[src/rtl/uart_tx_arb.sv]
`default_nettype none
// ------------------------------------------------------------------------
// uart_tx_arb: round-robin arbiter/sequencer sharing one uart_tx. Rev 1.0
// ------------------------------------------------------------------------
module uart_tx_arb #(
  parameter int N       = 4,
  parameter int HOLD_TO = 100000
) (
  input  logic                 clk,
  input  logic                 rst_n,
  input  logic [N-1:0]         req_valid,
  input  logic [8*N-1:0]       req_data,
  input  logic [N-1:0]         req_last,
  output logic [N-1:0]         req_ready,
  output logic [7:0]           tx_data,
  output logic                 tx_start,
  input  logic                 tx_idle,
  output logic [$clog2(N)-1:0] gnt_id,
  output logic                 locked,
  output logic                 err_timeout
);

  localparam int GW = $clog2(N);
  localparam int CW = $clog2(HOLD_TO + 1);
  localparam logic [GW:0]   N_EXT    = (GW + 1)'(N);
  localparam logic [GW-1:0] LAST_ID  = GW'(N - 1);
  localparam logic [CW-1:0] CNT_LAST = CW'(HOLD_TO - 1);
  localparam logic [N-1:0]  ONE_HOT0 = {{(N-1){1'b0}}, 1'b1};

  typedef enum logic [2:0] {
    ARB       = 3'd0,
    START     = 3'd1,
    WAIT_LOW  = 3'd2,
    WAIT_HIGH = 3'd3,
    HOLD      = 3'd4
  } state_t;

  state_t        state, state_nxt;
  logic [GW-1:0] rr_ptr, rr_nxt;
  logic [CW-1:0] hold_cnt, cnt_nxt;
  logic [7:0]    data_nxt;
  logic          start_nxt;
  logic [N-1:0]  ready_nxt;
  logic [GW-1:0] gnt_nxt;
  logic          locked_nxt;
  logic          err_nxt;

  logic [7:0]    req_byte [N];
  logic [GW:0]   cand;
  logic          sel_found;
  logic [GW-1:0] sel_idx;
  logic [GW-1:0] gnt_inc;

  for (genvar g = 0; g < N; g++) begin : g_bytes
    assign req_byte[g] = req_data[8*g +: 8];
  end

  assign gnt_inc = (gnt_id == LAST_ID) ? '0 : gnt_id + 1'b1;

  // First valid requester at or above rr_ptr, wrapping modulo N.
  always_comb begin
    sel_found = 1'b0;
    sel_idx   = '0;
    cand      = '0;
    for (int i = 0; i < N; i++) begin
      cand = {1'b0, rr_ptr} + (GW + 1)'(i);
      if (cand >= N_EXT) cand = cand - N_EXT;
      if (!sel_found && req_valid[cand[GW-1:0]]) begin
        sel_found = 1'b1;
        sel_idx   = cand[GW-1:0];
      end
    end
  end

  always_comb begin
    state_nxt  = state;
    rr_nxt     = rr_ptr;
    cnt_nxt    = hold_cnt;
    data_nxt   = tx_data;
    start_nxt  = 1'b0;
    ready_nxt  = '0;
    gnt_nxt    = gnt_id;
    locked_nxt = locked;
    err_nxt    = 1'b0;
    case (state)
      ARB: begin
        if (tx_idle && sel_found) begin
          data_nxt   = req_byte[sel_idx];
          ready_nxt  = ONE_HOT0 << sel_idx;
          gnt_nxt    = sel_idx;
          locked_nxt = ~req_last[sel_idx];
          state_nxt  = START;
        end
      end
      START: begin
        start_nxt = 1'b1;
        state_nxt = WAIT_LOW;
      end
      WAIT_LOW: begin
        // uart_tx drops idle one cycle after it samples the start pulse.
        if (!tx_idle) state_nxt = WAIT_HIGH;
      end
      WAIT_HIGH: begin
        if (tx_idle) begin
          if (locked) begin
            cnt_nxt   = '0;
            state_nxt = HOLD;
          end else begin
            rr_nxt    = gnt_inc;
            state_nxt = ARB;
          end
        end
      end
      HOLD: begin
        if (req_valid[gnt_id]) begin
          data_nxt   = req_byte[gnt_id];
          ready_nxt  = ONE_HOT0 << gnt_id;
          locked_nxt = ~req_last[gnt_id];
          cnt_nxt    = '0;
          state_nxt  = START;
        end else if (hold_cnt == CNT_LAST) begin
          err_nxt    = 1'b1;
          locked_nxt = 1'b0;
          rr_nxt     = gnt_inc;
          cnt_nxt    = '0;
          state_nxt  = ARB;
        end else begin
          cnt_nxt = hold_cnt + 1'b1;
        end
      end
      default: state_nxt = ARB;
    endcase
  end

  always_ff @(posedge clk or negedge rst_n) begin
    if (!rst_n) begin
      state       <= ARB;
      rr_ptr      <= '0;
      hold_cnt    <= '0;
      tx_data     <= 8'h00;
      tx_start    <= 1'b0;
      req_ready   <= '0;
      gnt_id      <= '0;
      locked      <= 1'b0;
      err_timeout <= 1'b0;
    end else begin
      state       <= state_nxt;
      rr_ptr      <= rr_nxt;
      hold_cnt    <= cnt_nxt;
      tx_data     <= data_nxt;
      tx_start    <= start_nxt;
      req_ready   <= ready_nxt;
      gnt_id      <= gnt_nxt;
      locked      <= locked_nxt;
      err_timeout <= err_nxt;
    end
  end

endmodule
`default_nettype wire

[config.mk]
export PLATFORM = sky130hd
export DESIGN_NAME = uart_tx_arb
export DESIGN_NICKNAME = d
export VERILOG_FILES = /design/src/rtl/uart_tx_arb.sv
export SDC_FILE = /design/constraint.sdc
export NUM_CORES = 1
export LEC_CHECK = 0
export ABC_CLOCK_PERIOD_IN_PS = 2900
export BUFFER_PORTS_ARGS = -buffer_cell sky130_fd_sc_hd__buf_2
export CAP_MARGIN = 0
export CORE_UTILIZATION = 45
export CTS_BUF_LIST = sky130_fd_sc_hd__clkbuf_8
export CTS_CLUSTER_SIZE = 28
export DETAILED_ROUTE_END_ITERATION = 10
export PLACE_DENSITY = 0.78
export SETUP_SLACK_MARGIN = 0.15
export SLEW_MARGIN = 5
export SYNTH_ARGS = -nofsm -noshare
export SYNTH_HDL_FRONTEND = slang
export SYNTH_SLANG_ARGS = --single-unit
[constraint.sdc]
create_clock -name clk -period 2.9 [get_ports clk]
set_clock_uncertainty 0.2 [all_clocks]
set_input_delay 0.58 -clock clk [delete_from_list [all_inputs] [get_ports clk]]
set_output_delay 0.58 -clock clk [all_outputs]
set_load 0.1 [all_outputs]
==> flow_summary.ini, run 1 <==
[die]
rows = 27
coreArea_sq_um = 5570
die_area_sq_um = 6170
dieHeight_um = 78.6
design.portCount = 60
die_x_um = 78.6
start_util_pct = 47.3

[critical_path]
crit_buf_inv = 0
crit_required_ns = 2.93
cpMaxStageDelayCell = dfrtp_1
crit_family = compound AO/OA/AOI/OAI gates
cp-start-kind = flip-flop
worstSetupPathType = reg -> reg
max_stage_delay_ns = 0.47
worstPathMaxFanout = 18
end_kind = flip-flop
crit_chain = nor2b_1 -> o41ai_2 -> a21oi_4 -> nand2_4 -> nor2_2 -> a22o_1
cp.arrival_ns = 2.29

[clocking]
cts_htree_levels = 2
cts_buffer_depth = 2
cts.sinks = 39
cts_resized = 0
cts_buffers = 5
cts_setup_buffers = 0
cts_tree = done
cts-root-buf = clkbuf_8
path_clk_slew_ns = 0.09
postCtsHoldBufs = 0
clock_latency_ns = 0.30

[global_route]
track_usage_pct = 21.8
grt_pass1_wl_mm = 10.7
grt_start_max_net_pins = 40
grt_antenna_before_repair = 0
grt_pass1_vias = 2321
globalRouteOverflowTotal = 0

[power_and_ir_drop]
power_frac_comb_pct = 54.3
p_sw_share_pct = 48.1
p_per_area_nw_per_um2 = 934
pwr-share-seq_pct = 26.4
ir_drop_uv = 596
p_total_w = 0.00289
internal_power_w = 0.00150
p_leak_nw = 1.44
switching_power_w = 0.00139
pwr-share-clk_pct = 19.3

[sta]
tns_ns = 0
layout_min_cycle_time_ns = 2.25
slew_headroom_pct = 41.7
drv_slew = 0
finalHoldViolations = 0
period_share_pct = 77.7
layout_setup_ws_ns = 0.646
fmax_mhz = 444
finalSetupViolations = 0
rsz0062_at_grt = false
whs_ns = 0.193
worst_pin_slew_ns = 0.875

[synthesis]
yosysSeqAreaShare_pct = 37.0
synthAdderAreaFrac_pct = 2.37
synth_top_family_by_area = multiplexers
synth_edf_count = 0
synth-simple-area-share_pct = 18.2
ys_types = 48
async_reset_ff_share_pct = 100
ys_ff_latch = 39
synth.mux.area_fraction_pct = 19.4
synthFlopType = dfrtp_1
synth-compound-area-share_pct = 18.9
yosys_warnings = 0
synth_xor_area_share_pct = 0
synth_area_per_cell_sq_um = 10.5
synth_cells = 252
synth_fp_nets = 300
syn_area_sq_um = 2640

[layout]
n_antenna_cell = 0
drive_gt1_share_pct = 32.6
nFillCells = 495
final_nets = 357
syn2layout_area_growth_pct = 17.5

[min_path]
holdCritPathClass = in -> async

[routing]
drt_iter0_drc = 112
via_per_inst = 5.81
dr.pass1.iters = 4
vias = 2219
wire_per_inst_um = 15.7
final_antenna_net_count = 0
wl_mm = 6.02
drc_errors = 0

[placed_design]
pre_cts_slack_ns = 0.481
dp_hpwl_mm = 4.37
gp_congestion = 0.819
io_buffers = 59

[job]
max-cap-violations = 0

[run_status]
outcome = finished clean
==> worst paths after layout <==
| path | startpoint | end | slack (ns) | depth (start not counted) |
|---|---|---|---|---|
| min | rst_n | hold_cnt[1] | 0.19 | 1 |
| min reg2reg | rr_ptr[0] | rr_ptr[0] | 0.29 | 2 |
| max | state[2] | req_ready[1] | 0.65 | 6 |
| max in group asynchronous | rst_n | hold_cnt[12] | 1.75 | 1 |
| max reg2reg | state[2] | req_ready[1] | 0.65 | 6 |
| min in group clk | rr_ptr[0] | rr_ptr[0] | 0.29 | 2 |
==> per-layer routing <==
metal	global-route usage (%)	routed length [um]	vias to the layer above
met4	7.22	77	0
li1	-	-	1071
met5	0	0	-
met1	27.7	2670	1069
met2	36.3	2970	70
met3	4.77	300	9
==> flip-flops by register name (all words and copies together), names as in the netlist <==
name and count:
err_timeout 1, gnt_id 2, hold_cnt 17, req_ready 4
tx_data 8, tx_start 1, rr_ptr 2, locked 1
state 3
==> cell type report <==
| type | count | area [sq um] | area share, % |
|---|---|---|---|
| flip-flops and latches | 39 | 976 | 31.5 |
| well taps | 72 | 90.1 | 2.91 |
| multi-input cells | 197 | 1560 | 50.2 |
| clock inverters | 3 | 71.3 | 2.30 |
| repair buffers | 63 | 325 | 10.5 |
| clock buffers | 5 | 68.8 | 2.22 |
| inverters | 3 | 11.3 | 0.363 |
==> metrics by stage <==
step / util, % / instances / instance area, sq um
2_1_floorplan: - / 252 / 2640
3_3_place_gp: 53.1 / 374 / 2960
3_5_place_dp: 53.1 / 374 / 2960
4_1_cts: 55.6 / 382 / 3100
5_1_grt: 55.6 / 382 / 3100
6_report: 55.6 / 382 / 3100
==> power by group through the flow <==
stage	clock network (W)	logic (W)	registers, W
final	0.000559	0.00157	0.000765
after global routing	0.000592	0.00167	0.000788
after CTS	0.000566	0.00158	0.000764
after detailed placement	0	0.00157	0.000772
after global placement	0	0.00154	0.000770
after floorplan	0	0.000742	0.00134
==> layout by cell type (no fill, tap or decap), drive strengths merged, types with 2 or more instances in the layout <==
cell type	Yosys	layout
and4	3	3
clkbuf	2	5
dfrtp	39	39
o21ai	34	34
ha	5	5
o31ai	10	10
mux4	10	10
inv	3	4
o41ai	2	2
nor2b	13	13
buf	11	63
a21o	3	3
mux2i	17	17
nand3	7	7
nand2	18	18
nor3b	2	2
nand4	4	4
nand2b	6	6
nor4bb	2	2
a21oi	6	6
and3	4	4
a31oi	10	10
and2	7	7
mux2	10	10
nor2	10	10
bufinv	0	2
a22o	3	3
==> cell usage after synthesis (all sizes together), types with 4 or more instances <==
cell / n / area (sq um)
a21oi: 6 / 41.3
a31oi: 10 / 62.6
and2: 7 / 43.8
and3: 4 / 25.0
buf: 11 / 87.6
dfrtp: 39 / 976
ha: 5 / 62.6
mux2: 10 / 113
mux2i: 17 / 170
mux4: 10 / 230
nand2: 18 / 75.1
nand2b: 6 / 52.6
nand3: 7 / 35.0
nand4: 4 / 25.0
nor2: 10 / 42.5
nor2b: 13 / 81.3
o21ai: 34 / 170
o31ai: 10 / 75.1
==> kinds of logic after synthesis <==
logic type / after synthesis
AO/OA/AOI/OAI: 75
multiplexers: 37
flip-flops: 39
adder cells (fa/ha/maj): 5
buffers and inverters: 16
AND/OR/NAND/NOR: 80
Power figures use the tool's default switching activity.
==> run 2: changes to the inputs <==
- ABC_CLOCK_PERIOD_IN_PS: 2900 -> 2200
- clock period: 2.9 -> 2.2 ns (I/O delays scaled with it)
==> run 2 against run 1 <==
  * Cell count is 7.9% higher
  * Critical path depth is 2 higher
  * Core utilization is 7.7 points higher
  * First-iteration DRC count is 31% higher
  * Wire length is 20% higher
  * Sequential power is 33% higher
  * Sequential share of layout area is 3.6 points lower
  * Largest power group unchanged
==> flow_summary.ini, run 2 (synthesis results as in run 1) <==
[die]
coreArea_sq_um = 5570
dieHeight_um = 78.6
start_util_pct = 47.3
die_area_sq_um = 6170
rows = 27
design.portCount = 60
die_x_um = 78.6

[clocking]
cts.sinks = 39
cts_htree_levels = 2
clock_latency_ns = 0.30
cts_buffers = 5
cts_tree = done
path_clk_slew_ns = 0.08
cts_buffer_depth = 2
cts-root-buf = clkbuf_8
postCtsHoldBufs = 0

[placed_design]
gp_congestion = 0.800
dp_hpwl_mm = 4.50
io_buffers = 59

[layout]
syn2layout_area_growth_pct = 33.8
nFillCells = 453
largest_reg_flops = 17
final_nets = 387
drive_gt1_share_pct = 49.4
n_antenna_cell = 0
layout_commonest_cell = buf_2
final_cell_mix = 58 x buf_2, 34 x dfrtp_1, 27 x buf_4
top_register = hold_cnt
top_regs = hold_cnt (17), tx_data (8), req_ready (4)

[global_route]
globalRouteOverflowTotal = 0
grt_use_met3_pct = 5.00
grtUsageMet1_pct = 27.4
track_usage_pct = 21.7
grt_start_max_net_pins = 35
gr-max-usage-layer = met2
grt_antenna_before_repair = 0
grt_pass1_vias = 2354
grt_pass1_wl_mm = 10.6
grt.met2_usage_pct = 36.6

[sta]
fmax_mhz = 472
finalSetupViolations = 0
finalHoldViolations = 0
drv_slew = 0
rsz0062_at_grt = true
period_share_pct = 96.2
layout_min_cycle_time_ns = 2.12
slew_headroom_pct = 47.0
whs_ns = 0.0205
tns_ns = 0
worst_pin_slew_ns = 0.795

[critical_path]
worstPathMaxFanout = 10
end_kind = flip-flop
crit_required_ns = 2.22
cp-start-kind = flip-flop
worstSetupPathType = reg -> reg
cp.arrival_ns = 2.14
r2r_cells = 8

[min_path]
holdCritPathClass = in -> async

[run_status]
outcome = finished clean

[power_and_ir_drop]
ir_drop_uv = 875
p_leak_nw = 1.65
p_per_area_nw_per_um2 = 1130

[job]
max-cap-violations = 0

[routing]
via_per_inst = 6.08
drt_iter0_drc = 147
drc_errors = 0
wire_per_inst_um = 17.6
dr.pass1.iters = 4
final_antenna_net_count = 0
wl_mm = 7.24
vias = 2506
## run 2: changes by cell type in the layout (fill, tap and decap cells not counted), sizes merged
cell      before  now
buf           63   90
clkbuf         5    8
bufinv         2    0
nand2b         6    8
clkinvlp       0    1
inv            4    3
## run 2: cell type report
type,instances,area (sq um),area share (%)
Timing Repair Buffer,91,596,16.9
Inverter,3,11.3,0.319
Clock inverter,1,7.51,0.213
Clock buffer,7,96.3,2.73
Multi-Input combinational cell,199,1740,49.4
Sequential cell,39,985,27.9
Tap cell,72,90.1,2.55
## run 2: what timing repair did
item,CTS,global route
gates cloned,0,4
pin swaps,2,5
setup buffers,1,10
resized for setup,4,48
setup endpoints to repair,8,25
## run 2: worst max-delay path: stages (launching register included)
cell      delay (ns)
dfrtp_1         0.39
and2b_2         0.26
o21ai_2         0.13
o211ai_1        0.18
buf_4           0.20
buf_12          0.14
mux2i_1         0.13
mux2_2          0.27
o21ai_1         0.12
## run 2: metal layers
layer | share of wire, % | vias up
li1 | - | 1137
met3 | 5.6 | 28
met2 | 51 | 104
met5 | 0 | -
met1 | 40 | 1237
met4 | 3.3 | 0
## run 2: worst paths after layout
check                             startpoint  slack (ns)      endpoint
worst max-delay path               rr_ptr[0]        0.08    tx_data[5]
max in group asynchronous              rst_n        1.20     gnt_id[0]
worst min register to register  hold_cnt[16]        0.28  hold_cnt[16]
min in group clk                     tx_idle        0.26      state[1]
worst min-delay path                   rst_n        0.02   hold_cnt[3]
worst max register to register     rr_ptr[0]        0.08    tx_data[5]
## run 2: power by group
group          leakage (nW)  internal (W)  switching [W]  total, W
combinational          1.09      0.000880        0.00154   0.00242
sequential            0.513      0.000878       0.000144   0.00102
clock                0.0505      0.000285       0.000266  0.000552
total                  1.65       0.00204        0.00195   0.00400
## run 2: metrics by stage
stage | util [%] | setup WS [ns] | power [W] | area, sq um | cells
floorplan | - | -0.00868 | 0.00275 | 2650 | 252
global placement | 55.5 | 0.0157 | 0.00311 | 3090 | 389
detailed placement | 55.5 | -0.0477 | 0.00315 | 3090 | 389
CTS | 57.8 | 0.124 | 0.00371 | 3220 | 398
global route | 63.3 | -0.0219 | 0.00417 | 3530 | 412
finish | 63.3 | 0.0832 | 0.00400 | 3530 | 412
